$ cat config.mk
export PLATFORM = sky130hd
export DESIGN_NAME = lut_neuron_layer
export DESIGN_NICKNAME = d
export VERILOG_FILES = /design/src/rtl/lut_layer_pkg.sv /design/src/rtl/lut_neuron_ram.sv /design/src/rtl/lut_neuron_layer.sv
export SDC_FILE = /design/constraint.sdc
export NUM_CORES = 1
export LEC_CHECK = 0
export BUFFER_PORTS_ARGS = -buffer_cell sky130_fd_sc_hd__buf_2
export CAP_MARGIN = 20
export CORE_MARGIN = 4
export CORE_UTILIZATION = 50
export DETAILED_ROUTE_END_ITERATION = 7
export GPL_ROUTABILITY_DRIVEN = 0
export PLACE_DENSITY = 0.77
export SETUP_SLACK_MARGIN = 0.15
export SLEW_MARGIN = 20
export SYNTH_ARGS = -nofsm -noshare
export SYNTH_HDL_FRONTEND = slang
export SYNTH_HIERARCHICAL = 1
export SYNTH_SLANG_ARGS = --single-unit
$ cat constraint.sdc
create_clock -name clk -period 14.8 [get_ports clk]
set_input_delay 1.48 -clock clk [delete_from_list [all_inputs] [get_ports clk]]
set_output_delay 1.48 -clock clk [all_outputs]
set_load 0.02 [all_outputs]
$ cat src/rtl/lut_layer_pkg.sv
// rtl/lut_layer_pkg.sv - shared types and helpers for the LUT neuron layer
package lut_layer_pkg;

    typedef enum logic {
        INIT = 1'b0,
        RUN  = 1'b1
    } state_t;

    function automatic int tbl_depth(input int in_bits);
        return 1 << in_bits;
    endfunction

endpackage

$ cat src/rtl/lut_neuron_ram.sv
// rtl/lut_neuron_ram.sv - one neuron's truth table: sync write, async read
module lut_neuron_ram
    import lut_layer_pkg::*;
#(
    parameter int IN_BITS  = 6,
    parameter int OUT_BITS = 1
) (
    input  logic                clk,
    input  logic                we_i,
    input  logic [IN_BITS-1:0]  waddr_i,
    input  logic [OUT_BITS-1:0] wdata_i,
    input  logic [IN_BITS-1:0]  raddr_i,
    output logic [OUT_BITS-1:0] rdata_o
);

    localparam int DEPTH = tbl_depth(IN_BITS);

    (* ram_style = "distributed" *) logic [OUT_BITS-1:0] mem_q [0:DEPTH-1];

    always_ff @(posedge clk) begin
        if (we_i) begin
            mem_q[waddr_i] <= wdata_i;
        end
    end

    assign rdata_o = mem_q[raddr_i];

endmodule

$ cat src/rtl/lut_neuron_layer.sv
// rtl/lut_neuron_layer.sv - reprogrammable layer of N truth-table neurons, 2-stage pipeline
module lut_neuron_layer
    import lut_layer_pkg::*;
#(
    parameter int N        = 4,
    parameter int IN_BITS  = 6,
    parameter int OUT_BITS = 1,
    parameter int NIDX_W   = (N > 1) ? $clog2(N) : 1
) (
    input  logic                  clk,
    input  logic                  rst_n,
    input  logic                  in_valid,
    output logic                  in_ready,
    input  logic [N*IN_BITS-1:0]  in_data,
    output logic                  out_valid,
    input  logic                  out_ready,
    output logic [N*OUT_BITS-1:0] out_data,
    input  logic                  cfg_we,
    output logic                  cfg_ready,
    input  logic [NIDX_W-1:0]     cfg_neuron,
    input  logic [IN_BITS-1:0]    cfg_addr,
    input  logic [OUT_BITS-1:0]   cfg_data,
    output logic                  busy
);

    localparam logic [IN_BITS-1:0] LAST_ADDR = IN_BITS'(tbl_depth(IN_BITS) - 1);

    state_t                  state_q, state_d;
    logic [IN_BITS-1:0]      init_cnt_q, init_cnt_d;
    logic                    v1_q;
    logic [N*IN_BITS-1:0]    addr_q;
    logic                    out_valid_q;
    logic [N*OUT_BITS-1:0]   out_data_q;
    logic [N*OUT_BITS-1:0]   rd_data;
    logic                    adv;
    logic [IN_BITS-1:0]      wr_addr;
    logic [OUT_BITS-1:0]     wr_data;

    always_ff @(posedge clk or negedge rst_n) begin
        if (!rst_n) begin
            state_q    <= INIT;
            init_cnt_q <= '0;
        end else begin
            state_q    <= state_d;
            init_cnt_q <= init_cnt_d;
        end
    end

    always_comb begin
        state_d    = state_q;
        init_cnt_d = init_cnt_q;
        busy       = 1'b0;
        cfg_ready  = 1'b0;
        case (state_q)
            INIT: begin
                busy       = 1'b1;
                init_cnt_d = init_cnt_q + 1'b1;
                if (init_cnt_q == LAST_ADDR) begin
                    state_d = RUN;
                end
            end
            RUN:     cfg_ready = 1'b1;
            default: state_d   = INIT;
        endcase
    end

    // Both stages move together; a full output stage blocks everything behind it.
    assign adv       = !out_valid_q || out_ready;
    assign in_ready  = adv && (state_q == RUN);
    assign out_valid = out_valid_q;
    assign out_data  = out_data_q;

    always_ff @(posedge clk or negedge rst_n) begin
        if (!rst_n) begin
            v1_q        <= 1'b0;
            addr_q      <= '0;
            out_valid_q <= 1'b0;
            out_data_q  <= '0;
        end else if (adv) begin
            v1_q        <= in_valid && in_ready;
            addr_q      <= in_data;
            out_valid_q <= v1_q;
            out_data_q  <= rd_data;
        end
    end

    // During INIT every table is cleared in parallel; in RUN only the selected one is written.
    assign wr_addr = (state_q == INIT) ? init_cnt_q : cfg_addr;
    assign wr_data = (state_q == INIT) ? '0 : cfg_data;

    for (genvar i = 0; i < N; i++) begin : g_neuron
        logic we;
        assign we = (state_q == INIT) || (cfg_we && (cfg_neuron == NIDX_W'(i)));

        lut_neuron_ram #(
            .IN_BITS  (IN_BITS),
            .OUT_BITS (OUT_BITS)
        ) u_ram (
            .clk     (clk),
            .we_i    (we),
            .waddr_i (wr_addr),
            .wdata_i (wr_data),
            .raddr_i (addr_q[i*IN_BITS +: IN_BITS]),
            .rdata_o (rd_data[i*OUT_BITS +: OUT_BITS])
        );
    end

endmodule
# Word-level counts from Yosys, hierarchy flattened
# Memories as Yosys holds them, arrays and structs flattened. A register that Yosys moved wholly into a read port is not among the register bits.
# Cells that the tools add are included.
[word_totals] memories=4 in_bits=38 out_inout_bits=8 word_cells=46 register_bits=33 ramBits=256
[classes] reduce_logical=17 muxes=14 n_eq_ne=4 n_bitwise=1 addsub=1
[memory_table] memory="g_neuron[0].u_ram.mem_q" depth=64 width=1 rd=1 rd_clocked_by_memory_dff=1 wr=1 line="lut_neuron_ram.sv:18" source="(* ram_style = \"distributed\" *) logic [OUT_BITS-1:0] mem_q [0:DEPTH-1];"
[memory_table] memory="g_neuron[1].u_ram.mem_q" depth=64 width=1 rd=1 rd_clocked_by_memory_dff=1 wr=1 line="lut_neuron_ram.sv:18"
[memory_table] memory="g_neuron[2].u_ram.mem_q" depth=64 width=1 rd=1 rd_clocked_by_memory_dff=1 wr=1 line="lut_neuron_ram.sv:18"
[memory_table] memory="g_neuron[3].u_ram.mem_q" depth=64 width=1 rd=1 rd_clocked_by_memory_dff=1 wr=1 line="lut_neuron_ram.sv:18"
[ops] cell="$mux 1" n=13
[ops] cell="$add 6x1->6 const B" n=1
[ops] cell="$eq 6x6->1 const B" n=1
[ops] cell="$logic_and 1x1->1" n=6
[ops] cell="$mux 6" n=1
[ops] cell="$logic_not 1->1" n=5
[ops] cell="$logic_or 1x1->1" n=5
[ops] cell="$eq 2x2->1 const B" n=2
[ops] cell="$eq 2x1->1 const B" n=1
[ops] cell="$logic_not 2->1" n=1
[ops] cell="$not 1->1" n=1

# Logic depth before layout (Yosys ltp)
# Gate-level depths: netlist of run 1.
[depth] depth_word=5 depth_mapped=7

# Hierarchy
# Netlist of run 1, hierarchy kept.
[by_module_without_submodules] module="lut_neuron_ram" seq_area_each_um2=1921.8 area_each_um2=2894.0 n_inst=4 cells_per_inst=203
[by_module_without_submodules] module="lut_neuron_layer" seq_area_each_um2=925.9 area_each_um2=1669.1 n_inst=1 cells_per_inst=106

# Worst setup path after synthesis of run 1
# No wires, ideal clock.
[synth_timing] kind="input port to flip-flop" start="in cfg_data" end="mem g_neuron[0].u_ram.mem_q[0], data pin" setup_ns=0.867 path_stages=1 setup_slack_ns=9.226 t_arrival_ns=4.707 path_cell_list="and2_1"
[synth_between] elab_chain_len=1
[synth_rtl] item="from (decl)" line="lut_neuron_layer.sv:22" source="input logic [OUT_BITS-1:0] cfg_data,"
[synth_rtl] item="$mux 1" line="lut_neuron_layer.sv:89" source="assign wr_data = (state_q == INIT) ? '0 : cfg_data;"
[synth_rtl] item="to (decl)" line="lut_neuron_ram.sv:18"
# No other way between the ends.

# Worst setup path after layout of run 1
[layout_timing] start="in out_ready" end="out in_ready"
[layout_between] elab_chain_len=2
[layout_rtl] item="from (decl)" line="lut_neuron_layer.sv:16" source="input logic out_ready,"
[layout_rtl] item="$logic_or 1x1->1" line="lut_neuron_layer.sv:68" source="assign adv = !out_valid_q || out_ready;"
[layout_rtl] item="$logic_and 1x1->1" line="lut_neuron_layer.sv:69" source="assign in_ready = adv && (state_q == RUN);"
[layout_rtl] item="to (decl)" line="lut_neuron_layer.sv:13" source="output logic in_ready,"
# No other way between the ends.

==> results of run 1 <==
cell families (layout without fill, tap and decap cells):
| group | count (synthesis) | after routing | synth area share |
|---|---|---|---|
| flops | 293 | 293 | 0.650 |
| xor+xnor | 5 | 5 | 0.00331 |
| buf+inv | 56 | 106 | 0.0228 |
| simple gates | 430 | 430 | 0.146 |
| compound gates | 30 | 30 | 0.0162 |
| mux | 103 | 103 | 0.161 |
| fa+ha+maj | 1 | 1 | 0.000944 |
synth_stat cells, types with 5 or more instances:
cell type / number / area, um2
sky130_fd_sc_hd__mux2_2: 9 / 101
sky130_fd_sc_hd__nor2_1: 270 / 1010
sky130_fd_sc_hd__clkbuf_1: 40 / 150
sky130_fd_sc_hd__a22oi_1: 8 / 60.1
sky130_fd_sc_hd__nand2b_1: 9 / 56.3
sky130_fd_sc_hd__edfxtp_1: 256 / 7690
sky130_fd_sc_hd__buf_6: 7 / 78.8
sky130_fd_sc_hd__mux4_1: 28 / 736
sky130_fd_sc_hd__o21ai_0: 6 / 30.0
sky130_fd_sc_hd__nor2b_1: 20 / 125
sky130_fd_sc_hd__dfrtp_1: 37 / 926
sky130_fd_sc_hd__mux2_4: 26 / 390
sky130_fd_sc_hd__nand4b_1: 5 / 43.8
sky130_fd_sc_hd__nand4_1: 13 / 81.3
sky130_fd_sc_hd__mux4_2: 40 / 901
sky130_fd_sc_hd__buf_2: 5 / 25.0
sky130_fd_sc_hd__nand3_1: 37 / 185
sky130_fd_sc_hd__nand3b_1: 16 / 120
sky130_fd_sc_hd__nand2_1: 33 / 124
sky130_fd_sc_hd__nor3_1: 8 / 40.0
area by class of cell:
class	count	share of cell area
Timing Repair Buffer	50	0.0207
Sequential cell	293	0.589
Inverter	2	0.000513
Multi-Input combinational cell	569	0.296
Clock buffer	48	0.0615
Tap cell	335	0.0286
Clock inverter	6	0.00402
layer usage:
layer | wire, um | vias to the layer above
met1 | 11400 | 3913
met3 | 2040 | 58
met4 | 754 | 0
li1 | - | 3495
met2 | 13600 | 311
met5 | 0 | -
flip-flops by register name, indices dropped and copies added (netlist names):
name                  count
g_neuron.u_ram/mem_q    256
addr_q                   24
init_cnt_q                6
out_data                  4
out_valid                 1
state_q                   1
v1_q                      1
worst min path at each step:
stage / start / to / slack (ps) / cells past startpoint
floorplan: v1_q / out_valid / 440 / 1
global placement: v1_q / out_valid / 450 / 1
detailed placement: v1_q / out_valid / 460 / 1
CTS: v1_q / out_valid / 470 / 1
global route: v1_q / out_valid / 490 / 1
finish: v1_q / out_valid / 470 / 1
metrics by stage:
step           instance area, um2  setup slack, ps   util
2_1_floorplan               13200             9230      -
3_3_place_gp                13600            10840  0.523
4_1_cts                     14600            10830  0.559
5_1_grt                     14600            10760  0.562
3_5_place_dp                13600            10840  0.523
6_report                    14600            10830  0.562
power by group:
part	leakage [uW]	switching [uW]	internal, uW
logic	0.00142	12.4	21.9
registers	0.00222	15.8	891
clock network	0.000462	298	430
total	0.00410	326	1340
==> report_table.html, run 1 <==
<table>
<tr><th>Metric</th><th>Value</th></tr>
<tr><th colspan="2">Global routing</th></tr>
<tr><td>Via count of the first global-routing pass</td><td>7,749</td></tr>
<tr><td>Most Used Layer, Global Route</td><td>met2</td></tr>
<tr><td>First-pass GRT wire length</td><td>43,700 um</td></tr>
<tr><td>Initial antenna violation count</td><td>0</td></tr>
<tr><td>Met2 layer usage reported by global route</td><td>0.313</td></tr>
<tr><td>Met3 usage in global routing</td><td>0.0298</td></tr>
<tr><td>Maximum number of pins on one net before global-route repair</td><td>131</td></tr>
<tr><td>Total routing usage reported by global routing</td><td>0.193</td></tr>
<tr><td>Global Route met1 Usage</td><td>0.275</td></tr>
<tr><td>Remaining Overflow, GRT</td><td>0</td></tr>
<tr><th colspan="2">Critical path</th></tr>
<tr><td>Critical path launch point type</td><td>input pin</td></tr>
<tr><td>Reg-to-reg critical path endpoint</td><td>out_data[1]</td></tr>
<tr><td>CP max-delay cell</td><td>sky130_fd_sc_hd__buf_4</td></tr>
<tr><td>Cell chain of the critical path</td><td>buf_2 &gt; nor2b_4 &gt; buf_4 &gt; nor2_1 &gt; buf_2</td></tr>
<tr><td>Largest delay share family, worst path</td><td>buffers and inverters</td></tr>
<tr><td>Reg-to-reg setup timing slack</td><td>12,100 ps</td></tr>
<tr><td>CP Data Required Time</td><td>13,320 ps</td></tr>
<tr><td>Maximum fanout count along the critical path</td><td>32</td></tr>
<tr><td>Most common cell on crit path</td><td>sky130_fd_sc_hd__buf_2</td></tr>
<tr><td>Capture point of the worst path</td><td>in_ready</td></tr>
<tr><td>Number of buffer and inverter instances along the worst setup path</td><td>3</td></tr>
<tr><td>Worst path arrival time</td><td>2490 ps</td></tr>
<tr><td>Worst path depth</td><td>5</td></tr>
<tr><td>Cells on worst reg2reg path</td><td>5</td></tr>
<tr><td>Endpoint class of the critical path</td><td>primary output</td></tr>
<tr><td>Crit Reg-Reg Startpoint</td><td>addr_q[7]</td></tr>
<tr><td>Critical path class</td><td>input pin to primary output</td></tr>
<tr><td>Maximum cell stage delay along the critical path</td><td>510 ps</td></tr>
<tr><td>Launch point of the critical path</td><td>out_ready</td></tr>
<tr><th colspan="2">Timing</th></tr>
<tr><td>Final clock period utilization by the worst path</td><td>0.268</td></tr>
<tr><td>Final Max Slew Viols</td><td>0</td></tr>
<tr><td>Endpoints failing setup</td><td>0</td></tr>
<tr><td>WHS</td><td>468 ps</td></tr>
<tr><td>Number of hold-slack violations in the final timing report</td><td>0</td></tr>
<tr><td>Max-slew headroom at the worst pin</td><td>0.371</td></tr>
<tr><td>Maximum achievable frequency</td><td>252 MHz</td></tr>
<tr><td>Post-Route Skew</td><td>9.68 ps</td></tr>
<tr><td>Tightest Pin Transition</td><td>944 ps</td></tr>
<tr><td>Accumulated negative setup slack</td><td>0 ps</td></tr>
<tr><td>Time the final worst path needs with I/O delays and setup</td><td>3970 ps</td></tr>
<tr><td>Setup repair after global routing missed its margin</td><td>no</td></tr>
<tr><th colspan="2">Die</th></tr>
<tr><td>Initial core utilization</td><td>0.508</td></tr>
<tr><td>Die outline height</td><td>171 um</td></tr>
<tr><td>Core Region</td><td>0.0261 mm2</td></tr>
<tr><td>Number of ports placed on the die boundary</td><td>46</td></tr>
<tr><td>Die outline width</td><td>171 um</td></tr>
<tr><td>Die outline area</td><td>0.0292 mm2</td></tr>
<tr><td>Number of standard-cell rows in the floorplan</td><td>59</td></tr>
<tr><th colspan="2">Final layout</th></tr>
<tr><td>Area grow syn2layout</td><td>10.5%</td></tr>
<tr><td>Storage cell area</td><td>0.00861 mm2</td></tr>
<tr><td>Count of nets after finishing</td><td>985</td></tr>
<tr><td>Fillers</td><td>2,038</td></tr>
<tr><td>Final antenna diode count</td><td>0</td></tr>
<tr><td>Commonest non-fill, non-tap cell in the layout</td><td>sky130_fd_sc_hd__nor2_1</td></tr>
<tr><td>Cell Count, Final, Fillers Out</td><td>1,303</td></tr>
<tr><td>Highest-count cells in the layout ignoring fill and taps</td><td>sky130_fd_sc_hd__nor2_1, sky130_fd_sc_hd__edfxtp_1, sky130_fd_sc_hd__buf_2</td></tr>
<tr><td>Share of post-route cells with drive strength above 1</td><td>0.180</td></tr>
<tr><td>Area occupied by multi-input gates</td><td>0.00433 mm2</td></tr>
<tr><th colspan="2">Power</th></tr>
<tr><td>Worst-case vdd ir drop</td><td>103 uV</td></tr>
<tr><td>Leak Pwr</td><td>0.00410 uW</td></tr>
<tr><td>Power after layout</td><td>1670 uW</td></tr>
<tr><td>Power per unit of standard cell area</td><td>114 mW/mm2</td></tr>
<tr><th colspan="2">Clock tree</th></tr>
<tr><td>Cell at the root of the clock tree</td><td>sky130_fd_sc_hd__clkbuf_16</td></tr>
<tr><td>Number of sinks driven by the clock tree</td><td>293</td></tr>
<tr><td>Quantity of gates resized following cts</td><td>0</td></tr>
<tr><td>Hold buffers post-CTS</td><td>0</td></tr>
<tr><td>Number of H-tree levels</td><td>1</td></tr>
<tr><td>Worst-path clk slew</td><td>60 ps</td></tr>
<tr><td>Count of buffers added by post-CTS timing repair for setup</td><td>0</td></tr>
<tr><td>Clock Tree Buf Depth</td><td>3</td></tr>
<tr><td>Clock Latency Late Sink</td><td>550 ps</td></tr>
<tr><td>Clock buffer count from CTS</td><td>30</td></tr>
<tr><td>Clock tree from TritonCTS</td><td>yes</td></tr>
<tr><th colspan="2">Synth</th></tr>
<tr><td>Number of nets in the synthesized netlist</td><td>957</td></tr>
<tr><td>Sequential-to-total area share from yosys stat</td><td>0.650</td></tr>
<tr><td>Mean post-synth cell area</td><td>14.4 um2</td></tr>
<tr><td>Post-synth EDFFs</td><td>256</td></tr>
<tr><td>Post-synthesis instance total</td><td>918</td></tr>
<tr><td>Most used DFF post-synth</td><td>sky130_fd_sc_hd__edfxtp_1</td></tr>
<tr><td>Synthesized flop and latch total</td><td>293</td></tr>
<tr><td>Distinct cell type count after synthesis</td><td>36</td></tr>
<tr><td>Fraction of registers with async set or reset after synthesis</td><td>0.126</td></tr>
<tr><td>Mapped Area</td><td>0.0132 mm2</td></tr>
<tr><td>Yosys warning count</td><td>6</td></tr>
<tr><th colspan="2">Routing</th></tr>
<tr><td>Via density per instance</td><td>5.97</td></tr>
<tr><td>Drt first pass iters</td><td>6</td></tr>
<tr><td>Post-route antenna net violation count</td><td>0</td></tr>
<tr><td>Number of DRC markers in iteration 0</td><td>882</td></tr>
<tr><td>Via count of the routed design</td><td>7,777</td></tr>
<tr><td>Routed wire length</td><td>27,800 um</td></tr>
<tr><td>Count of unresolved DRC violations after routing</td><td>0</td></tr>
<tr><td>Detail-routed net length per standard cell</td><td>21.4 um</td></tr>
<tr><th colspan="2">Run</th></tr>
<tr><td>Max-cap violation count</td><td>0</td></tr>
<tr><th colspan="2">Outcome</th></tr>
<tr><td>Result of the run</td><td>completed</td></tr>
<tr><th colspan="2">Hold path</th></tr>
<tr><td>Min-delay worst type</td><td>flop to flop</td></tr>
<tr><th colspan="2">Place</th></tr>
<tr><td>HPWL after detailed placement</td><td>16,300 um</td></tr>
<tr><td>I/O Buffers</td><td>45</td></tr>
<tr><td>Cell total after placement</td><td>1,247</td></tr>
</table>
(Power assumes the default switching activity.)
==> inputs of run 2 (changes only) <==
- ABC_AREA: unset -> 1
- clock period: 14.8 -> 4.2 ns (I/O delays scaled with it)
==> report_table.html, run 2 <==
<table>
<tr><th>Metric</th><th>Value</th></tr>
<tr><th colspan="2">Outcome</th></tr>
<tr><td>Result of the run</td><td>completed</td></tr>
<tr><th colspan="2">Clock tree</th></tr>
<tr><td>Hold buffers post-CTS</td><td>0 (unchanged)</td></tr>
<tr><td>Count of buffers added by post-CTS timing repair for setup</td><td>0 (unchanged)</td></tr>
<tr><td>Cell at the root of the clock tree</td><td>sky130_fd_sc_hd__clkbuf_16</td></tr>
<tr><td>Quantity of gates resized following cts</td><td>0 (unchanged)</td></tr>
<tr><td>Clock buffer count from CTS</td><td>30 (unchanged)</td></tr>
<tr><td>Number of sinks driven by the clock tree</td><td>293 (unchanged)</td></tr>
<tr><td>Number of H-tree levels</td><td>1 (unchanged)</td></tr>
<tr><td>Clock tree from TritonCTS</td><td>yes</td></tr>
<tr><td>Clock Latency Late Sink</td><td>550 ps (about the same)</td></tr>
<tr><td>Worst-path clk slew</td><td>60 ps (about the same)</td></tr>
<tr><td>Clock Tree Buf Depth</td><td>3 (unchanged)</td></tr>
<tr><th colspan="2">Synth</th></tr>
<tr><td>Share of the synthesized area in the top cell type</td><td>0.560 (-0.0201)</td></tr>
<tr><td>Cell accounting for the most synthesized area</td><td>sky130_fd_sc_hd__edfxtp_1</td></tr>
<tr><td>Mapped Area</td><td>0.0137 mm2 (+3.6%)</td></tr>
<tr><td>Synthesized flop and latch total</td><td>293 (unchanged)</td></tr>
<tr><td>Number of nets in the synthesized netlist</td><td>1,483 (+55%)</td></tr>
<tr><td>Sequential-to-total area share from yosys stat</td><td>0.628 (-0.0225)</td></tr>
<tr><td>Biggest area contributors in the synthesized netlist</td><td>sky130_fd_sc_hd__edfxtp_1, sky130_fd_sc_hd__nand2_1, sky130_fd_sc_hd__nand3_1</td></tr>
<tr><td>Commonest cells post-synth</td><td>sky130_fd_sc_hd__nand2_1, sky130_fd_sc_hd__edfxtp_1, sky130_fd_sc_hd__nand3_1, sky130_fd_sc_hd__nor2_1, sky130_fd_sc_hd__inv_1</td></tr>
<tr><td>Post-synthesis instance total</td><td>1,444 (+57%)</td></tr>
<tr><td>Mean post-synth cell area</td><td>9.50 um2 (-34%)</td></tr>
<tr><td>Most frequently used cell type in the post-synthesis netlist</td><td>sky130_fd_sc_hd__nand2_1</td></tr>
<tr><td>Fraction of registers with async set or reset after synthesis</td><td>0.126 (unchanged)</td></tr>
<tr><td>Distinct cell type count after synthesis</td><td>25 (-31%)</td></tr>
<tr><td>Yosys warning count</td><td>6 (unchanged)</td></tr>
<tr><td>Most used DFF post-synth</td><td>sky130_fd_sc_hd__edfxtp_1</td></tr>
<tr><td>Post-synth EDFFs</td><td>256 (unchanged)</td></tr>
<tr><th colspan="2">Critical path</th></tr>
<tr><td>CP max-delay cell</td><td>sky130_fd_sc_hd__dfrtp_1</td></tr>
<tr><td>Most common cell on crit path</td><td>sky130_fd_sc_hd__nand2_1</td></tr>
<tr><td>Largest delay share family, worst path</td><td>simple AND/OR/NAND/NOR gates</td></tr>
<tr><td>Number of buffer and inverter instances along the worst setup path</td><td>1 (-2)</td></tr>
<tr><td>Critical path class</td><td>flop to flop</td></tr>
<tr><td>Maximum cell stage delay along the critical path</td><td>780 ps (+270 ps)</td></tr>
<tr><td>Critical path launch point type</td><td>flop</td></tr>
<tr><td>Maximum fanout count along the critical path</td><td>28 (-13%)</td></tr>
<tr><td>Worst path arrival time</td><td>3270 ps (+780 ps)</td></tr>
<tr><td>Endpoint class of the critical path</td><td>flop</td></tr>
<tr><td>CP Data Required Time</td><td>4390 ps (-8930 ps)</td></tr>
<tr><td>Cell chain of the critical path</td><td>inv_8 &gt; nand2_1 &gt; nand2_1 &gt; nor2_1 &gt; nand3_1 &gt; nor4_1</td></tr>
<tr><th colspan="2">Final layout</th></tr>
<tr><td>Commonest non-fill, non-tap cell in the layout</td><td>sky130_fd_sc_hd__nand2_1</td></tr>
<tr><td>Fillers</td><td>2,267 (+11%)</td></tr>
<tr><td>Largest reg by FF count</td><td>g_neuron.u_ram/mem_q</td></tr>
<tr><td>Count of nets after finishing</td><td>1,514 (+54%)</td></tr>
<tr><td>Share of post-route cells with drive strength above 1</td><td>0.0737 (-0.106)</td></tr>
<tr><td>Highest-count cells in the layout ignoring fill and taps</td><td>sky130_fd_sc_hd__nand2_1, sky130_fd_sc_hd__edfxtp_1, sky130_fd_sc_hd__nor2_1, sky130_fd_sc_hd__nand3_1, sky130_fd_sc_hd__inv_1</td></tr>
<tr><td>Area grow syn2layout</td><td>8.65%</td></tr>
<tr><td>Largest registers</td><td>g_neuron.u_ram/mem_q x256, addr_q x24, init_cnt_q x6</td></tr>
<tr><td>Max reg flops</td><td>256 (unchanged)</td></tr>
<tr><th colspan="2">Routing</th></tr>
<tr><td>Number of DRC markers in iteration 0</td><td>1,059 (+20%)</td></tr>
<tr><td>Via density per instance</td><td>5.65 (-5.3%)</td></tr>
<tr><td>Detail-routed net length per standard cell</td><td>17.2 um (-19%)</td></tr>
<tr><td>Post-route antenna net violation count</td><td>0 (unchanged)</td></tr>
<tr><td>Routed wire length</td><td>31,600 um (+14%)</td></tr>
<tr><td>Count of unresolved DRC violations after routing</td><td>0 (unchanged)</td></tr>
<tr><td>Drt first pass iters</td><td>5 (-1)</td></tr>
<tr><td>Via count of the routed design</td><td>10,400 (+33%)</td></tr>
<tr><th colspan="2">Power</th></tr>
<tr><td>Worst-case vdd ir drop</td><td>288 uV (+180%)</td></tr>
<tr><td>Leak Pwr</td><td>0.00559 uW (+36%)</td></tr>
<tr><td>Power per unit of standard cell area</td><td>398 mW/mm2 (+250%)</td></tr>
<tr><th colspan="2">Global routing</th></tr>
<tr><td>Via count of the first global-routing pass</td><td>10,000 (+29%)</td></tr>
<tr><td>First-pass GRT wire length</td><td>50,700 um (+16%)</td></tr>
<tr><td>Total routing usage reported by global routing</td><td>0.204 (+0.0102)</td></tr>
<tr><td>Remaining Overflow, GRT</td><td>0 (unchanged)</td></tr>
<tr><td>Maximum number of pins on one net before global-route repair</td><td>149 (+14%)</td></tr>
<tr><td>Initial antenna violation count</td><td>3 (+3)</td></tr>
<tr><th colspan="2">Die</th></tr>
<tr><td>Core Region</td><td>0.0270 mm2 (+3.4%)</td></tr>
<tr><td>Die outline height</td><td>174 um (+1.7%)</td></tr>
<tr><td>Die outline width</td><td>174 um (+1.7%)</td></tr>
<tr><td>Number of ports placed on the die boundary</td><td>46 (unchanged)</td></tr>
<tr><td>Number of standard-cell rows in the floorplan</td><td>60 (+1.7%)</td></tr>
<tr><td>Initial core utilization</td><td>0.509 (+0.000817)</td></tr>
<tr><td>Die outline area</td><td>0.0302 mm2 (+3.4%)</td></tr>
<tr><th colspan="2">Place</th></tr>
<tr><td>I/O Buffers</td><td>45 (unchanged)</td></tr>
<tr><td>HPWL after detailed placement</td><td>19,800 um (+21%)</td></tr>
<tr><th colspan="2">Run</th></tr>
<tr><td>Max-cap violation count</td><td>0 (unchanged)</td></tr>
<tr><th colspan="2">Hold path</th></tr>
<tr><td>Min-delay worst type</td><td>input pin to async pin</td></tr>
<tr><th colspan="2">Timing</th></tr>
<tr><td>Accumulated negative setup slack</td><td>0 ps (unchanged)</td></tr>
<tr><td>Final Max Slew Viols</td><td>0 (unchanged)</td></tr>
<tr><td>Max-slew headroom at the worst pin</td><td>0.251 (-0.120)</td></tr>
<tr><td>Final clock period utilization by the worst path</td><td>0.733</td></tr>
<tr><td>WHS</td><td>31.2 ps (-437 ps)</td></tr>
<tr><td>Setup repair after global routing missed its margin</td><td>no</td></tr>
<tr><td>Time the final worst path needs with I/O delays and setup</td><td>3080 ps</td></tr>
<tr><td>Post-Route Skew</td><td>17.4 ps (+7.73 ps)</td></tr>
<tr><td>Maximum achievable frequency</td><td>325 MHz</td></tr>
<tr><td>Tightest Pin Transition</td><td>1120 ps (+177 ps)</td></tr>
<tr><td>Endpoints failing setup</td><td>0 (unchanged)</td></tr>
<tr><td>Number of hold-slack violations in the final timing report</td><td>0 (unchanged)</td></tr>
</table>
run 2: cell types whose count changed after synthesis, sizes merged, moves of 9 or more:
| cell | change |
|---|---|
| mux4 | -68 |
| nand2b | -9 |
| nor2 | -21 |
| nand2 | +425 |
| mux2 | -35 |
| nor4 | +16 |
| nand3 | +209 |
| clkbuf | -40 |
| inv | +76 |
| nand3b | -16 |
| buf | +42 |
| nor2b | -21 |
run 2: layout make-up:
class,instances,area (um2),share of cell area
antenna,1,2.50,0.000168
clock buffer,35,791,0.0530
clock inverter,15,118,0.00789
inverter,78,324,0.0217
multi-input combinational,1017,4310,0.289
sequential,293,8610,0.578
tap,341,427,0.0286
timing repair buffer,55,320,0.0215
run 2: cell families (layout without fill, tap and decap cells):
group | Yosys count | after routing | synth area share
simple gates | 1005 | 1005 | 0.307
compound gates | 8 | 8 | 0.00374
buf+inv | 134 | 183 | 0.0583
xor+xnor | 3 | 3 | 0.00192
fa+ha+maj | 1 | 1 | 0.000912
other cells | 0 | 1 | 0
flops | 293 | 293 | 0.628
run 2: worst register-to-register path: cells and delay by family (launching register included):
| family | cells | cell delay [ps] |
|---|---|---|
| AND/OR/NAND/NOR | 5 | 1840 |
| flip-flops | 1 | 780 |
| buffers and inverters | 1 | 110 |
run 2: final timing paths:
path,cells after the start,start,slack [ps],endpoint
setup / recovery,6,state_q,1120,g_neuron[2].u_ram/mem_q[36]
hold / removal,1,rst_n,30,out_valid
setup reg to reg,6,state_q,1120,g_neuron[2].u_ram/mem_q[36]
hold reg to reg,2,out_data[0],470,out_data[0]
max in group asynchronous,1,rst_n,3560,addr_q[8]
min in group clk,3,in_data[23],70,addr_q[23]
run 2: where the power goes:
group | switching, uW | internal (uW) | leakage [uW]
combinational | 175 | 94.1 | 0.00293
clock | 1030 | 1440 | 0.000443
sequential | 45.0 | 3140 | 0.00222
total | 1250 | 4680 | 0.00559
run 2: metrics by stage:
stage / area (um2) / worst slack (ps) / power [uW] / utilization / std cells
after global routing: 14900 / 892 / 6140 / 0.553 / 1835
final: 14900 / 1120 / 5930 / 0.553 / 1835
after global placement: 14000 / 1400 / 3500 / 0.519 / 1783
after CTS: 14900 / 1230 / 5980 / 0.553 / 1834
after detailed placement: 14000 / 1260 / 3510 / 0.519 / 1784
after floorplan: 13700 / 879 / 3440 / - / 1444
run 2: metal layers:
metal / GRT usage / vias to the layer above / share of wire
li1: - / 4907 / -
met1: 0.274 / 4951 / 0.41
met2: 0.340 / 430 / 0.48
met3: 0.0342 / 76 / 0.082
met4: 0.0663 / 4 / 0.029
met5: 0 / - / 0.00076
==> inputs of run 3 (changes only) <==
- ABC_AREA: 1 -> 0
- PLACE_DENSITY: 0.77 -> 0.8
- clock period: 4.2 -> 2.5 ns (I/O delays scaled with it)
==> report_table.html, run 3 (synthesis results as in run 1) <==
<table>
<tr><th>Metric</th><th>Value</th></tr>
<tr><th colspan="2">Critical path</th></tr>
<tr><td>Maximum fanout count along the critical path</td><td>18 (-36%)</td></tr>
<tr><td>CP Data Required Time</td><td>2740 ps (-1650 ps)</td></tr>
<tr><td>Worst path arrival time</td><td>2550 ps (-720 ps)</td></tr>
<tr><td>Cells on worst reg2reg path</td><td>5 (-1)</td></tr>
<tr><td>Critical path launch point type</td><td>flop</td></tr>
<tr><td>Endpoint class of the critical path</td><td>flop</td></tr>
<tr><td>Critical path class</td><td>flop to flop</td></tr>
<tr><th colspan="2">Place</th></tr>
<tr><td>Cell total after placement</td><td>1,278 (-28%)</td></tr>
<tr><td>I/O Buffers</td><td>45 (unchanged)</td></tr>
<tr><td>Post-Place Setup Slack</td><td>115 ps (-1150 ps)</td></tr>
<tr><td>HPWL after detailed placement</td><td>17,800 um (-9.7%)</td></tr>
<tr><th colspan="2">Routing</th></tr>
<tr><td>Detail-routed net length per standard cell</td><td>20.3 um (+18%)</td></tr>
<tr><td>Via density per instance</td><td>5.89 (+4.3%)</td></tr>
<tr><td>Number of DRC markers in iteration 0</td><td>768 (-27%)</td></tr>
<tr><td>Drt first pass iters</td><td>6 (+1)</td></tr>
<tr><td>Via count of the routed design</td><td>8,023 (-23%)</td></tr>
<tr><td>Post-route antenna net violation count</td><td>0 (unchanged)</td></tr>
<tr><td>Routed wire length</td><td>27,700 um (-12%)</td></tr>
<tr><td>Count of unresolved DRC violations after routing</td><td>0 (unchanged)</td></tr>
<tr><th colspan="2">Timing</th></tr>
<tr><td>Maximum achievable frequency</td><td>434 MHz (+34%)</td></tr>
<tr><td>Final clock period utilization by the worst path</td><td>0.921 (+0.188)</td></tr>
<tr><td>Tightest Pin Transition</td><td>645 ps (-475 ps)</td></tr>
<tr><td>Accumulated negative setup slack</td><td>0 ps (unchanged)</td></tr>
<tr><td>Endpoints failing setup</td><td>0 (unchanged)</td></tr>
<tr><td>Post-Route Skew</td><td>11.8 ps (-5.62 ps)</td></tr>
<tr><td>Setup repair after global routing missed its margin</td><td>yes</td></tr>
<tr><td>Number of hold-slack violations in the final timing report</td><td>0 (unchanged)</td></tr>
<tr><td>Final Max Slew Viols</td><td>0 (unchanged)</td></tr>
<tr><td>Min setup slack post-route</td><td>198 ps (-924 ps)</td></tr>
<tr><td>Time the final worst path needs with I/O delays and setup</td><td>2300 ps (-776 ps)</td></tr>
<tr><td>Max-slew headroom at the worst pin</td><td>0.565 (+0.314)</td></tr>
<tr><th colspan="2">Clock tree</th></tr>
<tr><td>Number of sinks driven by the clock tree</td><td>293 (unchanged)</td></tr>
<tr><td>Clock Tree Buf Depth</td><td>3 (unchanged)</td></tr>
<tr><td>Clock tree from TritonCTS</td><td>yes</td></tr>
<tr><td>Worst-path clk slew</td><td>60 ps (about the same)</td></tr>
<tr><td>Number of H-tree levels</td><td>1 (unchanged)</td></tr>
<tr><td>Clock buffer count from CTS</td><td>30 (unchanged)</td></tr>
<tr><td>Cell at the root of the clock tree</td><td>sky130_fd_sc_hd__clkbuf_16</td></tr>
<tr><td>Clock Latency Late Sink</td><td>540 ps (about the same)</td></tr>
<tr><th colspan="2">Final layout</th></tr>
<tr><td>Max reg flops</td><td>256 (unchanged)</td></tr>
<tr><td>Fillers</td><td>1,892 (-17%)</td></tr>
<tr><td>Cell Count, Final, Fillers Out</td><td>1,362 (-26%)</td></tr>
<tr><td>Share of post-route cells with drive strength above 1</td><td>0.219 (+0.145)</td></tr>
<tr><td>Largest registers</td><td>g_neuron.u_ram/mem_q x256, addr_q x24, init_cnt_q x6</td></tr>
<tr><td>Area occupied by multi-input gates</td><td>0.00435 mm2 (+0.78%)</td></tr>
<tr><td>Highest-count cells in the layout ignoring fill and taps</td><td>sky130_fd_sc_hd__nor2_1, sky130_fd_sc_hd__edfxtp_1, sky130_fd_sc_hd__mux4_2</td></tr>
<tr><td>Area grow syn2layout</td><td>14.9%</td></tr>
<tr><td>Count of nets after finishing</td><td>1,042 (-31%)</td></tr>
<tr><td>Commonest non-fill, non-tap cell in the layout</td><td>sky130_fd_sc_hd__nor2_1</td></tr>
<tr><td>Largest reg by FF count</td><td>g_neuron.u_ram/mem_q</td></tr>
<tr><td>Utilization of the core after routing</td><td>0.584 (+0.0307)</td></tr>
<tr><td>Final antenna diode count</td><td>0 (-1)</td></tr>
<tr><td>Storage cell area</td><td>0.00862 mm2 (about the same)</td></tr>
<tr><th colspan="2">Die</th></tr>
<tr><td>Core Region</td><td>0.0261 mm2 (-3.3%)</td></tr>
<tr><td>Die outline area</td><td>0.0292 mm2 (-3.3%)</td></tr>
<tr><td>Number of ports placed on the die boundary</td><td>46 (unchanged)</td></tr>
<tr><td>Die outline height</td><td>171 um (-1.7%)</td></tr>
<tr><td>Initial core utilization</td><td>0.508 (-0.000817)</td></tr>
<tr><td>Die outline width</td><td>171 um (-1.7%)</td></tr>
<tr><td>Number of standard-cell rows in the floorplan</td><td>59 (-1.7%)</td></tr>
<tr><th colspan="2">Power</th></tr>
<tr><td>Leak Pwr</td><td>0.00440 uW (-21%)</td></tr>
<tr><td>Power per unit of standard cell area</td><td>656 mW/mm2 (+65%)</td></tr>
<tr><td>Worst-case vdd ir drop</td><td>482 uV (+68%)</td></tr>
<tr><td>Power after layout</td><td>9980 uW (+68%)</td></tr>
<tr><th colspan="2">Global routing</th></tr>
<tr><td>First-pass GRT wire length</td><td>44,300 um (-13%)</td></tr>
<tr><td>Remaining Overflow, GRT</td><td>0 (unchanged)</td></tr>
<tr><td>Initial antenna violation count</td><td>0 (-3)</td></tr>
<tr><td>Maximum number of pins on one net before global-route repair</td><td>106 (-29%)</td></tr>
<tr><td>Via count of the first global-routing pass</td><td>8,125 (-19%)</td></tr>
<tr><td>Total routing usage reported by global routing</td><td>0.193 (-0.0101)</td></tr>
<tr><th colspan="2">Outcome</th></tr>
<tr><td>Result of the run</td><td>completed</td></tr>
<tr><th colspan="2">Hold path</th></tr>
<tr><td>Min-delay worst type</td><td>input pin to flop</td></tr>
<tr><td>Min-Delay Path Depth</td><td>3</td></tr>
<tr><th colspan="2">Run</th></tr>
<tr><td>Max-cap violation count</td><td>0 (unchanged)</td></tr>
</table>
==> run 3: stage by stage <==
| stage | hold slack, ps | cell area (um2) |
|---|---|---|
| floorplan | -45.6 | 13200 |
| global placement | 374 | 13900 |
| detailed placement | 378 | 13900 |
| CTS | 163 | 15200 |
| global route | 169 | 15200 |
| finish | 193 | 15200 |
==> run 3: power breakdown <==
group          leakage, uW  internal (uW)  switching [uW]
registers          0.00221           5270            44.0
clock network     0.000482           2560            1780
logic              0.00171            182             136
==> run 3: area by class of cell <==
class	instances	area share
Multi-Input combinational cell	569	0.286
Clock inverter	17	0.00938
Tap cell	335	0.0275
Clock buffer	39	0.0549
Inverter	2	0.000493
Sequential cell	293	0.567
Timing Repair Buffer	107	0.0554
==> run 3: path summary, 6_finish.rpt <==
check / start / endpoint / slack [ps]
setup / recovery: state_q / g_neuron[2].u_ram/mem_q[25] / 200
hold / removal: out_ready / out_data[2] / 190
setup reg to reg: state_q / g_neuron[2].u_ram/mem_q[25] / 200
hold reg to reg: v1_q / v1_q / 480
max in group asynchronous: rst_n / addr_q[1] / 1720
min in group asynchronous: rst_n / out_data[3] / 330
==> run 3: what timing repair did <==
action	in CTS	in global routing
endpoints found under the hold margin	62	0
resized for setup	5	14
setup endpoints to repair	5	178
hold buffers	26	0
setup buffers	0	2
==> run 3: metal layers <==
metal,part of all wire,track usage,vias to the layer above
li1,-,-,3597
met1,0.40,0.277,4011
met2,0.50,0.314,359
met3,0.072,0.0259,56
met4,0.025,0.0587,0
met5,0,0,-
==> run 3: critical path, cell delays in order (launching register included) <==
cell and delay (ps):
sky130_fd_sc_hd__dfrtp_1 370, sky130_fd_sc_hd__buf_4 230, sky130_fd_sc_hd__mux2_2 520, sky130_fd_sc_hd__nor2b_1 320, sky130_fd_sc_hd__nand2_1 340, sky130_fd_sc_hd__nor2_1 220
